## src/rtl/io_feeder_pkg.sv

```systemverilog
// Shared types and constants for the byte feeder: FSM state encoding and gap-counter sizing.
package io_feeder_pkg;

    localparam int GAP_W = 4;

    typedef enum logic [1:0] {
        IDLE = 2'd0,
        SEND = 2'd1,
        GAPW = 2'd2
    } feeder_state_e;

    // Counter preload on leaving SEND; GAP=0 never enters GAPW so the value is irrelevant there.
    function automatic logic [GAP_W-1:0] gap_load(input int gap);
        return (gap > 0) ? GAP_W'(gap - 1) : '0;
    endfunction

endpackage

```

## src/rtl/io_byte_fifo.sv

```systemverilog
// Byte FIFO with power-of-two depth; level distinguishes full from empty since pointers wrap.
module io_byte_fifo #(
    parameter int DEPTH = 8
) (
    input  logic                       clk,
    input  logic                       srst,
    input  logic                       push,
    input  logic [7:0]                 push_data,
    input  logic                       pop,
    output logic [7:0]                 head,
    output logic                       ready,
    output logic                       empty,
    output logic [$clog2(DEPTH):0]     level
);

    localparam int PW = $clog2(DEPTH);
    localparam int LW = PW + 1;

    logic [7:0]    mem_reg [DEPTH];
    logic [PW-1:0] wr_ptr_reg;
    logic [PW-1:0] rd_ptr_reg;
    logic [LW-1:0] level_reg;
    logic          do_push;
    logic          do_pop;

    // ready depends on level only, so a same-cycle pop never frees a slot for a push at full.
    assign ready   = (level_reg != LW'(DEPTH));
    assign empty   = (level_reg == '0);
    assign do_push = push && ready;
    assign do_pop  = pop && !empty;
    assign level   = level_reg;

    always_ff @(posedge clk) begin
        if (srst) begin
            wr_ptr_reg <= '0;
            rd_ptr_reg <= '0;
            level_reg  <= '0;
        end else begin
            if (do_push) begin
                wr_ptr_reg <= wr_ptr_reg + 1'b1;
            end
            if (do_pop) begin
                rd_ptr_reg <= rd_ptr_reg + 1'b1;
            end
            level_reg <= level_reg + LW'(do_push) - LW'(do_pop);
        end
    end

    always_ff @(posedge clk) begin
        if (!srst && do_push) begin
            mem_reg[wr_ptr_reg] <= push_data;
        end
    end

    // Head is read combinationally so the launch edge can capture it with one-cycle latency.
    assign head = mem_reg[rd_ptr_reg];

endmodule

```

## src/rtl/io_byte_feeder.sv

```systemverilog
// Byte feeder: FIFO plus IDLE/SEND/GAPW sender emitting one-cycle en strobes to a downstream consumer.
// Optional sent-byte counter output sent_cnt is enabled with `define IO_BYTE_FEEDER_STATS_EN.
module io_byte_feeder
    import io_feeder_pkg::*;
#(
    parameter int DEPTH = 8,
    parameter int GAP   = 0
) (
    input  logic                       clk,
    input  logic                       rst,
    input  logic                       in_valid,
    input  logic [7:0]                 in_data,
    output logic                       in_ready,
    input  logic                       fdbk,
    output logic                       en,
    output logic [7:0]                 data,
    output logic [$clog2(DEPTH):0]     level
`ifdef IO_BYTE_FEEDER_STATS_EN
    ,
    output logic [15:0]                sent_cnt
`endif
);

    localparam logic [GAP_W-1:0] GAP_LOAD = gap_load(GAP);

    generate
        if ((DEPTH < 2) || (DEPTH > 64) || ((DEPTH & (DEPTH - 1)) != 0)) begin : g_bad_depth
            $error("io_byte_feeder: DEPTH must be a power of two in 2..64");
        end
        if ((GAP < 0) || (GAP > 15)) begin : g_bad_gap
            $error("io_byte_feeder: GAP must be in 0..15");
        end
    endgenerate

    feeder_state_e    state_reg;
    feeder_state_e    state_next;
    logic [GAP_W-1:0] gap_cnt_reg;
    logic [GAP_W-1:0] gap_cnt_next;
    logic             en_reg;
    logic             en_next;
    logic [7:0]       data_reg;
    logic [7:0]       data_next;
    logic             pop;
    logic             fifo_empty;
    logic [7:0]       fifo_head;
    logic             can_launch;

    io_byte_fifo #(
        .DEPTH (DEPTH)
    ) u_fifo (
        .clk       (clk),
        .srst      (rst),
        .push      (in_valid),
        .push_data (in_data),
        .pop       (pop),
        .head      (fifo_head),
        .ready     (in_ready),
        .empty     (fifo_empty),
        .level     (level)
    );

    assign can_launch = !fifo_empty && !fdbk;

    always_ff @(posedge clk) begin
        if (rst) begin
            state_reg   <= IDLE;
            gap_cnt_reg <= '0;
            en_reg      <= 1'b0;
            data_reg    <= 8'h00;
        end else begin
            state_reg   <= state_next;
            gap_cnt_reg <= gap_cnt_next;
            en_reg      <= en_next;
            data_reg    <= data_next;
        end
    end

    always_comb begin
        state_next = state_reg;
        case (state_reg)
            IDLE: begin
                if (can_launch) begin
                    state_next = SEND;
                end
            end
            SEND: begin
                if (GAP == 0) begin
                    state_next = can_launch ? SEND : IDLE;
                end else begin
                    state_next = GAPW;
                end
            end
            GAPW: begin
                // fdbk deliberately not looked at here; the gap always runs to completion.
                if (gap_cnt_reg == '0) begin
                    state_next = IDLE;
                end
            end
            default: state_next = IDLE;
        endcase
    end

    // Every transition into SEND is a launch: pop the head and register it with the strobe.
    always_comb begin
        pop          = 1'b0;
        en_next      = 1'b0;
        data_next    = data_reg;
        gap_cnt_next = gap_cnt_reg;
        if (state_next == SEND) begin
            pop       = 1'b1;
            en_next   = 1'b1;
            data_next = fifo_head;
        end
        if ((state_reg == SEND) && (state_next == GAPW)) begin
            gap_cnt_next = GAP_LOAD;
        end else if ((state_reg == GAPW) && (gap_cnt_reg != '0)) begin
            gap_cnt_next = gap_cnt_reg - 1'b1;
        end
    end

    assign en   = en_reg;
    assign data = data_reg;

`ifdef IO_BYTE_FEEDER_STATS_EN
    logic [15:0] sent_cnt_reg;

    always_ff @(posedge clk) begin
        if (rst) begin
            sent_cnt_reg <= 16'h0000;
        end else if (en_reg) begin
            sent_cnt_reg <= sent_cnt_reg + 16'd1;
        end
    end

    assign sent_cnt = sent_cnt_reg;
`endif

endmodule

```

## config.mk

```make
export PLATFORM = sky130hd
export DESIGN_NAME = io_byte_feeder
export DESIGN_NICKNAME = d
export VERILOG_FILES = /design/src/rtl/io_feeder_pkg.sv /design/src/rtl/io_byte_fifo.sv /design/src/rtl/io_byte_feeder.sv
export SDC_FILE = /design/constraint.sdc
export NUM_CORES = 1
export LEC_CHECK = 0
export ABC_AREA = 1
export CAP_MARGIN = 40
export CELL_PAD_IN_SITES_DETAIL_PLACEMENT = 1
export CELL_PAD_IN_SITES_GLOBAL_PLACEMENT = 1
export CORE_MARGIN = 2
export CORE_UTILIZATION = 49
export CTS_CLUSTER_SIZE = 20
export DETAILED_ROUTE_END_ITERATION = 16
export DONT_BUFFER_PORTS = 1
export PLACE_DENSITY = 0.87
export SYNTH_ARGS = -nofsm -noshare
export SYNTH_HDL_FRONTEND = slang
export SYNTH_SLANG_ARGS = --single-unit
```

## constraint.sdc

```tcl
create_clock -name clk -period 2.56 [get_ports clk]
set_input_delay 0.384 -clock clk [delete_from_list [all_inputs] [get_ports clk]]
set_output_delay 0.384 -clock clk [all_outputs]
set_load 0.005 [all_outputs]
```

Word-level counts from Yosys, hierarchy flattened
Memory sizes are Yosys's and may differ from the RTL's. A register that Yosys moved wholly into a read port is not among the register bits.
Cells that the tools add are included.
{ "classes": {"add_sub_neg": 5, "n_eq_ne": 5, "n_mux": 7, "reduce_logical": 14} }
{ "op_table": {"columns": ["cell", "count"], "rows": [
  ["$logic_not A4 Y1", 2],
  ["$add A3 B1 Y3 const B", 2],
  ["$logic_and A1 B1 Y1", 6],
  ["$pmux W2 S3", 1],
  ["$add A4 B1 Y4", 1],
  ["$eq A2 B1 Y1 const B", 2],
  ["$eq A2 B2 Y1 const B", 2],
  ["$mux W1", 4],
  ["$mux W2", 2],
  ["$ne A4 B4 Y1 const B", 1],
  ["$reduce_bool A4 Y1", 1],
  ["$sub A4 B1 Y4", 1],
  ["$sub A4 B1 Y4 const B", 1],
  ["$logic_not A1 Y1", 3],
  ["$logic_not A2 Y1", 1],
  ["$reduce_or A2 Y1", 1]
]} }
{ "totals": {"register_bits": 17, "ram_bits": 64, "in_bits": 12, "out_inout_bits": 14, "n_memories": 1} }
{ "memory_table": {"columns": ["name", "depth", "width", "read_ports", "rd_clocked_by_memory_dff", "write_ports", "line", "rtl"], "rows": [
  ["u_fifo.mem_reg", 8, 8, 1, 1, 1, "io_byte_fifo.sv:19", "logic [7:0] mem_reg [DEPTH];"]
]} }

Logic depth before layout (Yosys ltp)
Gate-level depths: netlist of the first run.
{ "logic_depth": {"ltp_word": 9, "ltp_mapped": 15} }

Hierarchy
A second synthesis of the first run with hierarchy kept.
{ "unflattened": {"hier_cells": 440, "area_unflattened_um2": 4098.9} }
{ "modules_own_cells": {"columns": ["mod", "n_inst", "cells_per_inst", "area_each_um2", "seq_area_each_um2"], "rows": [
  ["io_byte_fifo", 1, 368, 3522.1, 2182.1],
  ["io_byte_feeder", 1, 72, 576.8, 300.3]
]} }

Worst setup path before layout of the first run
OpenSTA, ideal clock, no wires.
{ "synth_timing": {"kind": "reg-to-reg", "from": "reg u_fifo.level_reg[2], in the netlist u_fifo.level[2]", "to": "reg u_fifo.level_reg[2], in the netlist u_fifo.level[2]", "arrival_ns": 1.943, "setup_slack_ns": 0.490, "stages_incl_launch_ff": 14, "path_buffers": 1, "path_cell_list": "dfxtp_1 inv_1 ha_1 nand3_1 nand2_1 inv_1 buf_4 ha_1 inv_1 ha_1 inv_1 fa_1 xor2_1 nor2_1"} }
{ "synth_between": {"elab_chain_len": 9, "word_cells_on_any_way": 13, "cone_classes": "2 x add/sub; 2 x eq/ne; 4 x mux; 5 x reduce/logical"} }
{ "synth_lines": {"columns": ["element", "line", "rtl"], "rows": [
  ["from (decl)", "io_byte_fifo.sv:22", "logic [LW-1:0] level_reg;"],
  ["from (signal assigned)", "io_byte_fifo.sv:45", "level_reg <= level_reg + LW'(do_push) - LW'(do_pop);"],
  ["$logic_not A4 Y1 *", "io_byte_fifo.sv:28", "assign empty = (level_reg == '0);"],
  ["$logic_not A1 Y1 *", "io_byte_fifo.sv:30, io_byte_feeder.sv:62", null],
  ["$logic_and A1 B1 Y1", "io_byte_feeder.sv:62", "assign can_launch = !fifo_empty && !fdbk;"],
  ["$mux W1 / $mux W2 (equally long branches)", "io_byte_feeder.sv:88, io_byte_feeder.sv:82", null],
  ["$pmux W2 S3", "io_byte_feeder.sv:80", "case (state_reg)"],
  ["$eq A2 B1 Y1", "io_byte_feeder.sv:109", "if (state_next == SEND) begin"],
  ["$mux W1", "io_byte_feeder.sv:109", null],
  ["$logic_and A1 B1 Y1 *", "io_byte_fifo.sv:30", "assign do_pop = pop && !empty;"],
  ["via u_fifo.do_pop", "io_byte_fifo.sv:24", "logic do_pop;"],
  ["$sub A4 B1 Y4 *", "io_byte_fifo.sv:45", null]
]} }
The timed path passes the listed nets; every way through them passes the cells marked *.
A chain may end at the register's enable or synchronous reset.

Worst setup path in the final report of the first run
{ "layout_timing": {"from": "reg u_fifo.level_reg[2], in the netlist u_fifo.level[2]", "to": "reg u_fifo.level_reg[2], in the netlist u_fifo.level[2]"} }
{ "layout_between": {"elab_chain_len": 9, "word_cells_on_any_way": 13, "cone_classes": "2 x add/sub; 2 x eq/ne; 4 x mux; 5 x reduce/logical"} }
{ "layout_lines": {"columns": ["element", "line"], "rows": [
  ["$logic_not A4 Y1", "io_byte_fifo.sv:28"],
  ["$logic_not A1 Y1", "io_byte_fifo.sv:30, io_byte_feeder.sv:62"],
  ["$logic_and A1 B1 Y1", "io_byte_feeder.sv:62"],
  ["$mux W1 / $mux W2 (equally long branches)", "io_byte_feeder.sv:88, io_byte_feeder.sv:82"],
  ["$pmux W2 S3", "io_byte_feeder.sv:80"],
  ["$eq A2 B1 Y1", "io_byte_feeder.sv:109"],
  ["$mux W1", "io_byte_feeder.sv:109"],
  ["$logic_and A1 B1 Y1", "io_byte_fifo.sv:30"],
  ["$sub A4 B1 Y4 *", "io_byte_fifo.sv:45"]
]} }
Mark *: on every way between the ends. The rest lies on a longest branch, timed or not.

==> results of run 1 <==
## worst paths after layout
kind                                       from  cells past startpoint              end
worst max-delay path            u_fifo.level[2]                     12  u_fifo.level[2]
worst min-delay path                        rst                      1  u_fifo.level[1]
worst max register to register  u_fifo.level[2]                     12  u_fifo.level[2]
worst min register to register          data[2]                      2          data[2]
## Yosys cell counts, drive strengths merged (2+ instances only)
cell	count
edfxtp	64
buf	13
nand2	102
nand3	54
dfxtp	25
ha	9
o21ai	8
clkbuf	2
inv	72
a21oi	16
nor2	18
nor3	6
## stage by stage
step	cell area, sq um	std cells	power, mW
after CTS	4130	512	3.54
after floorplan	3840	394	2.46
after global routing	4130	512	3.72
after global placement	3970	496	2.60
after detailed placement	3970	496	2.69
final	4130	512	3.52
## per-layer routing
layer / vias up / GRT usage [%] / wire length (um)
li1: 1287 / - / -
met1: 1353 / 27.3 / 3920
met2: 57 / 41.5 / 4840
met3: 22 / 3.99 / 344
met4: 0 / 10.8 / 218
met5: - / 0 / 0
## power by group
group / internal (mW) / leakage [nW] / total (mW) / switching, mW
Sequential: 1.66 / 0.783 / 1.76 / 0.0990
Clock: 0.352 / 0.0857 / 0.859 / 0.507
Combinational: 0.298 / 0.899 / 0.894 / 0.596
## worst max-delay path: stages, from the launching register on
cell	delay (ns)
dfxtp_1	0.34
inv_1	0.12
ha_1	0.16
nand3_1	0.08
nand2_1	0.10
inv_1	0.06
ha_1	0.29
inv_1	0.06
ha_1	0.15
inv_1	0.07
fa_1	0.37
xor2_1	0.16
nor2_1	0.05
## layout make-up
type	instances	area, sq um	share of cell area, %
clock inverter	7	45.0	1.09
clock buffer	9	124	3.00
multi-input combinational	217	1030	24.8
timing repair buffer	15	113	2.72
inverter	73	277	6.69
sequential	89	2420	58.6
tap	102	128	3.09
## cell usage in the layout (no fill, tap or decap)
cell / netlist / final
a211oi_1: 1 / 1
a21oi_1: 16 / 16
and3_1: 1 / 1
buf_4: 2 / 15
clkbuf_8: 0 / 9
clkinv_1: 1 / 1
clkinv_2: 0 / 3
clkinvlp_2: 0 / 1
clkinvlp_4: 0 / 1
dfxtp_1: 25 / 25
edfxtp_1: 64 / 64
fa_1: 1 / 1
ha_1: 9 / 9
inv_1: 70 / 70
inv_2: 1 / 1
inv_4: 1 / 1
inv_6: 0 / 2
nand2_1: 102 / 102
nand3_1: 54 / 54
nor2_1: 18 / 18
nor3_1: 6 / 6
o21ai_0: 8 / 8
xor2_1: 1 / 1
## cells by family (layout without fill, tap and decap cells)
logic type / after synthesis / in the layout / share of synthesized area, %
and+or+nand+nor: 181 / 181 / 19.7
buffers and inverters: 88 / 104 / 10.2
DFF: 89 / 89 / 63.1
adders and majority gates: 10 / 10 / 3.45
xor gates and xnor gates: 1 / 1 / 0.228
AOI/OAI and AO/OA: 25 / 25 / 3.32
==> flow_results.org, run 1 <==
** Logic synthesis
- For this run, the leading register cell type out of synthesis is edfxtp_1.
- After synthesis the cells add up to 0.00384 sq mm.
- The synthesized design contains 64 enable-type register cells.
- Cell types occupying the most area after synthesis :: edfxtp_1 (50%), dfxtp_1 (13%), nand2_1 (10%), nand3_1 (7.0%), inv_1 (6.8%)
- The top cell type by area accounts for 50.0% of the synthesized area.
- Counting flops with an async set or reset pin after synthesis yields a share of 0%.
- Dominant cell type by area after synthesis :: edfxtp_1
- Register bit total from synthesis :: 89
- Count of warnings emitted by yosys :: 0
- Post-synthesis sequential area ratio :: 63.1%
- A synthesized cell averages 9.75 sq um.
- Number of nets produced by synthesis :: 416
- Number of instances in the synthesized netlist :: 394
- Number of library cell types mapped by synthesis :: 21

** Critical path
- The setup check on the worst reg-to-reg path leaves a slack of 0.43 ns.
- The worst setup path is launched from a register.
- The worst setup path is of the reg2reg kind.
- At the worst endpoint, the required time is 2.82 ns.
- STA classifies the critical path endpoint as a register.
- Of all nets on the critical path, the largest fanout is 3.
- Data arrives at the worst endpoint at 2.40 ns.

** STA
- Setup violations remaining at the end of the flow were counted as 0.
- After layout, the worst setup slack is 0.427 ns.
- The number of max-slew violations in the final report came to 0.
- At the pin with the least slew margin, the transition time is 0.552 ns.
- Time the worst path needs with I/O delays and setup :: 2.13 ns
- Based on the critical path, the design can be clocked at up to 469 MHz.
- Relative slew slack :: 63.2%
- Hold is met by 0.0795 ns.
- Post-route clock period utilization :: 83.3%
- Setup TNS :: 0 ns
- The clock arrives with 0.0106 ns of skew.
- The final hold violation count is 0.
- Setup repair after global routing missed its margin :: no

** Floorplanning
- Boundary pin count :: 26
- In this run the vertical extent of the chip is 92.5 um.
- Measured along the x axis, the die boundary spans 92.5 um.
- The floorplan step defined a die boundary enclosing 0.00856 sq mm.
- Core ar. :: 0.00765 sq mm
- In this run the core area contains 32 standard-cell rows.
- Once the floorplan was initialized, standard cells occupied 50.2% of the core.

** Clocking
- Post-CTS timing repair inserted 0 buffers for setup.
- TritonCTS built the clock tree.
- The tree built by TritonCTS fans out to 89 sinks.
- Clock latency of the later-clocked register in the worst-skew pair :: 0.36 ns
- Cts repair resizes :: 0
- Worst-case clock buffer depth :: 2
- The clock tree synthesis step divided the H-tree into 3 levels.
- Cts bufs inserted :: 9
- Hold repair after CTS inserted 0 buffers.
- After clock tree synthesis, the clock-pin slew on the worst setup and hold paths is 0.09 ns.
- The tree is rooted in a clkbuf_8.

** Placement
- Before CTS, the worst setup slack after placement is 0.441 ns.
- Input and output buffers added on the ports amount to 0.
- The congestion estimate from routability-driven global placement came to 0.812.
- Detailed placer's ending HPWL :: 6320 um

** Finish
- Cells with a size suffix above 1 make up 8.05% of the layout.
- Antenna Diode Count :: 0
- For this run, the share of the core covered by cells in the final layout is 54.1%.
- Final net count :: 427
- Post-synthesis to final-layout area growth :: 7.66%
- Number of filler cells placed in the layout :: 866
- The register with the most flip-flops in the layout has 64 of them.

** Route
- Vias :: 2719
- In the final routed layout, each cell accounts on average for 18.2 um.
- Total DRC errors in the routed layout :: 0
- Number of nets with antenna violations after detailed routing :: 0
- The first routing iteration left 188 violations.
- Total wire length :: 9330 um
- Before antenna repair, the detailed router went through 4 iterations.
- Using the TritonRoute via totals, the vias-per-cell ratio works out to 5.31.

** Global routing
- The number of global-route vias before repair is 2930.
- Entering global routing, the biggest net connects 33 pins.
- The number of antenna violations at the first check in global routing came to 0.
- Wire length of the first global-routing pass :: 14700 um
- Total routing usage reported by global routing :: 23.3%
- Grt ovf :: 0

** Outcome
- The run finished with clean final reports.

** Run
- Maximum capacitance violations :: 0

** Pwr
- Largest vdd supply drop :: 0.369 mV
- In this run the static leakage power is 1.77 nW.
- For this design the ratio of total power to cell area is 851 mW/mm^2.

** Worst hold path
- The tightest min-delay check is of the in2reg type.
Note: power is estimated with default switching activity, not from simulation.
==> inputs of run 2 (changes only) <==
--- a/config.mk
+++ b/config.mk
@@ -10,11 +10,11 @@
 export CELL_PAD_IN_SITES_DETAIL_PLACEMENT = 1
 export CELL_PAD_IN_SITES_GLOBAL_PLACEMENT = 1
 export CORE_MARGIN = 2
-export CORE_UTILIZATION = 49
+export CORE_UTILIZATION = 44
 export CTS_CLUSTER_SIZE = 20
 export DETAILED_ROUTE_END_ITERATION = 16
 export DONT_BUFFER_PORTS = 1
-export PLACE_DENSITY = 0.87
+export PLACE_DENSITY = 0.83
 export SYNTH_ARGS = -nofsm -noshare
 export SYNTH_HDL_FRONTEND = slang
 export SYNTH_SLANG_ARGS = --single-unit
==> constraint.sdc (replaced) <==
create_clock -name clk -period 1.9 [get_ports clk]
set_input_delay 0.285 -clock clk [delete_from_list [all_inputs] [get_ports clk]]
set_output_delay 0.285 -clock clk [all_outputs]
set_load 0.005 [all_outputs]
==> flow_results.org, run 2 (synthesis gave the netlist of run 1 again) <==
** Global routing
- Via count of the first global-routing pass :: 2979 (+1.7%)
- The global-route usage over all layers is 20.8% (-2.5 points).
- Pin count of the biggest net entering global routing :: 33 (unchanged)
- The number of antenna violations at the first check in global routing was 0 (unchanged).
- The remaining global-route overflow is 0 (unchanged).
- Wire length of the first global-routing pass :: 15100 um (+2.7%)

** Clocking
- Clock transition at the register clock pins on the worst setup and hold paths after CTS :: 0.11 ns (+0.02 ns)
- The H-tree depth was 3 (unchanged).
- The cell sitting at the root of the clock tree is a clkbuf_8.
- Clock latency of the later-clocked register in the worst-skew pair :: 0.38 ns (+0.02 ns)
- Cts bufs inserted :: 9 (unchanged)
- The total clock sinks came to 89 (unchanged).
- Hold_buf cts :: 12 (+12)
- TritonCTS built the clock tree.
- The largest buffer count on any clock path came to 2 (unchanged).

** STA
- The measured slew at the worst slew-check pin is 0.487 ns (-0.0650 ns).
- The number of max-slew violations in the final report came to 0 (unchanged).
- Setup repair after global routing could not meet its margin everywhere.
- Final Worst Setup Slack :: 0.00550 ns (-0.422 ns)
- Count of final hold-check violations :: 11 (+11)
- The final worst hold slack is -0.0429 ns (-0.122 ns).
- The max-slew headroom at the worst pin is 67.5% (+4.3 points).
- The final critical-path share of the clock period came to 99.7% (+16 points).
- The worst clock skew was 0.0134 ns (+0.00278 ns).
- Max frequency :: 528 MHz (+13%)
- Time the worst path needs with I/O delays and setup :: 1.89 ns (-0.238 ns)
- The total setup violations reported at the end of the flow is 0 (unchanged).

** Worst hold path
- In this run the worst hold path is classified as in2reg.

** Floorplanning
- Die width :: 97.4 um (+5.3%)
- Core ar. :: 0.00859 sq mm (+12%)
- The number of placed I/O pins is 26 (unchanged).
- Effective utilization at floorplan :: 44.7% (-5.5 points)
- The area of the die is 0.00949 sq mm (+11%).
- Number of placement rows :: 34 (+6.3%)
- Die outline height :: 97.4 um (+5.3%)

** Placement
- The port buffer count is 0 (unchanged).
- Total instance count after detailed placement :: 504 (+1.6%)
- The final HPWL from detailed placement came to 6020 um (-4.7%).
- The weighted congestion reported at the end of routability-driven placement came to 0.782 (-3.6%).
- Worst slack at placement :: 0.0000893 ns (-0.440 ns)

** Critical path
- The stage delay of the slowest cell on the critical path was 0.33 ns (-0.04 ns).
- The critical path goes through inv_1, nand3_2, nand2_2, inv_2, ha_4, inv_2, ha_4, inv_2, nor2_2, a211oi_2, nand2_1, nand2_1, nor2_2.
- Bufs and invs on worst path :: 4 (unchanged)
- Worst path slowest cell :: dfxtp_1
- Broken down by cell family, the worst path's largest delay share belongs to simple AND/OR/NAND/NOR gates.
- CP startpoint kind :: register
- The required time of the critical path was 2.17 ns (-0.65 ns).
- The critical path in this run is classified as reg2reg.
- The worst setup path is captured at a register.
- The highest net fanout along the worst path came to 3 (unchanged).
- Data arrival time of the critical path :: 2.17 ns (-0.23 ns)
- The most numerous cell type found on the critical path is inv_2.

** Route
- The sum of routed wire length over all layers came to 9740 um (+4.4%).
- First-pass DRT Iterations :: 4 (unchanged)
- Number of nets with antenna violations after detailed routing :: 0 (unchanged)
- Drt wl/cell :: 18.2 um (about the same)
- Met3 Wirelength :: 534 um (+55%)
- The post-route DRC violation count is 0 (unchanged).
- Routed length on met2 :: 5080 um (+5.0%)
- Number of DRC violations after detailed-routing iteration 0 :: 164 (-13%)
- In this run the top signal layer used is met4.
- Vias :: 2783 (+2.4%)
- Met1 layer wirelength in the final routing :: 3970 um (+1.0%)
- The detail-routed via count per cell came to 5.20 (-2.0%).

** Finish
- The flip-flop and latch area came to 0.00243 sq mm (+0.21%).
- Post-synthesis to final-layout area growth :: 15.4%
- Largest register FFs :: 64 (unchanged)
- Most frequent cells in the layout :: nand2_1 (99), inv_1 (64), edfxtp_1 (64)
- The library cell used most frequently in the layout, excluding fill and tap cells, is nand2_1.
- Share of cells above drive strength 1 :: 13.8% (+5.8 points)
- Final Non-Filler Cells :: 535 (+4.5%)
- Number of filler cells placed in the layout :: 973 (+12%)
- The multi-input gate area in the final layout was 0.00111 sq mm (+7.8%).
- The count of antenna diodes in the layout was 0 (unchanged).
- The net count reported at finish came to 444 (+4.0%).

** Outcome
- The checks that failed: negative hold slack.
- The flow ran to the end, but the final reports show violations.

** Pwr
- Power density cells :: 1190 mW/mm^2 (+39%)
- The largest voltage drop on the vdd net came to 0.489 mV (+32%).
- Static Leakage :: 1.88 nW (+6.2%)

** Run
- Maximum capacitance violations :: 0 (unchanged)
## run 2: cell types whose count changed in the layout (fill, tap and decap cells not counted), sizes merged
cell / delta
dlygate4sd3: +12
clkinvlp: -2
inv: +2
buf: +5
## run 2: final timing paths
check                       start               to  slack [ns]  cells past startpoint
setup / recovery  u_fifo.level[1]  u_fifo.level[3]       0.005                     13
hold / removal                rst          data[1]       -0.04                      1
setup reg to reg  u_fifo.level[1]  u_fifo.level[3]       0.005                     13
hold reg to reg           data[4]          data[4]        0.48                      2
## run 2: where the power goes
part | total [mW] | internal [mW] | switching [mW]
Sequential | 2.38 | 2.25 | 0.130
Combinational | 1.57 | 0.594 | 0.976
Clock | 1.30 | 0.519 | 0.786
## run 2: timing repair
action                     4_1_cts  5_1_grt
setup endpoints to repair        1       10
pin swaps                        0        6
hold endpoints to repair        79       11
buffers inserted                 0        3
gates resized for setup          1       14
## run 2: worst register-to-register path: stages (launching register included)
cell      delay (ns)
dfxtp_1         0.33
inv_1           0.17
nand3_2         0.10
nand2_2         0.09
inv_2           0.06
ha_4            0.26
inv_2           0.04
ha_4            0.15
inv_2           0.07
nor2_2          0.05
a211oi_2        0.25
nand2_1         0.11
nand2_1         0.08
nor2_2          0.04
## run 2: area by class of cell
cell class	count	share of cell area [%]
repair buffers	32	6.38
clock inverters	7	1.67
clock buffers	9	2.80
flip-flops and latches	89	54.8
inverters	73	6.35
multi-input cells	217	25.0
well taps	108	3.05
## run 2: per-stage QoR
stage,hold slack [ns],setup TNS (ns),area (sq um),total power [mW],utilization [%]
floorplan,0.384,-2.15,3880,3.38,-
global placement,0.356,0,4030,3.63,46.9
detailed placement,0.358,0,4030,3.73,46.9
CTS,-0.0461,-0.000432,4360,5.08,50.7
global route,-0.0548,-0.198,4430,5.54,51.6
finish,-0.0429,0,4430,5.25,51.6
## run 2: metal layers
metal | GRT usage, % | vias to the layer above
met1 | 26.1 | 1375
met2 | 35.1 | 77
met5 | 0 | -
li1 | - | 1318
met4 | 9.72 | 0
met3 | 3.38 | 13
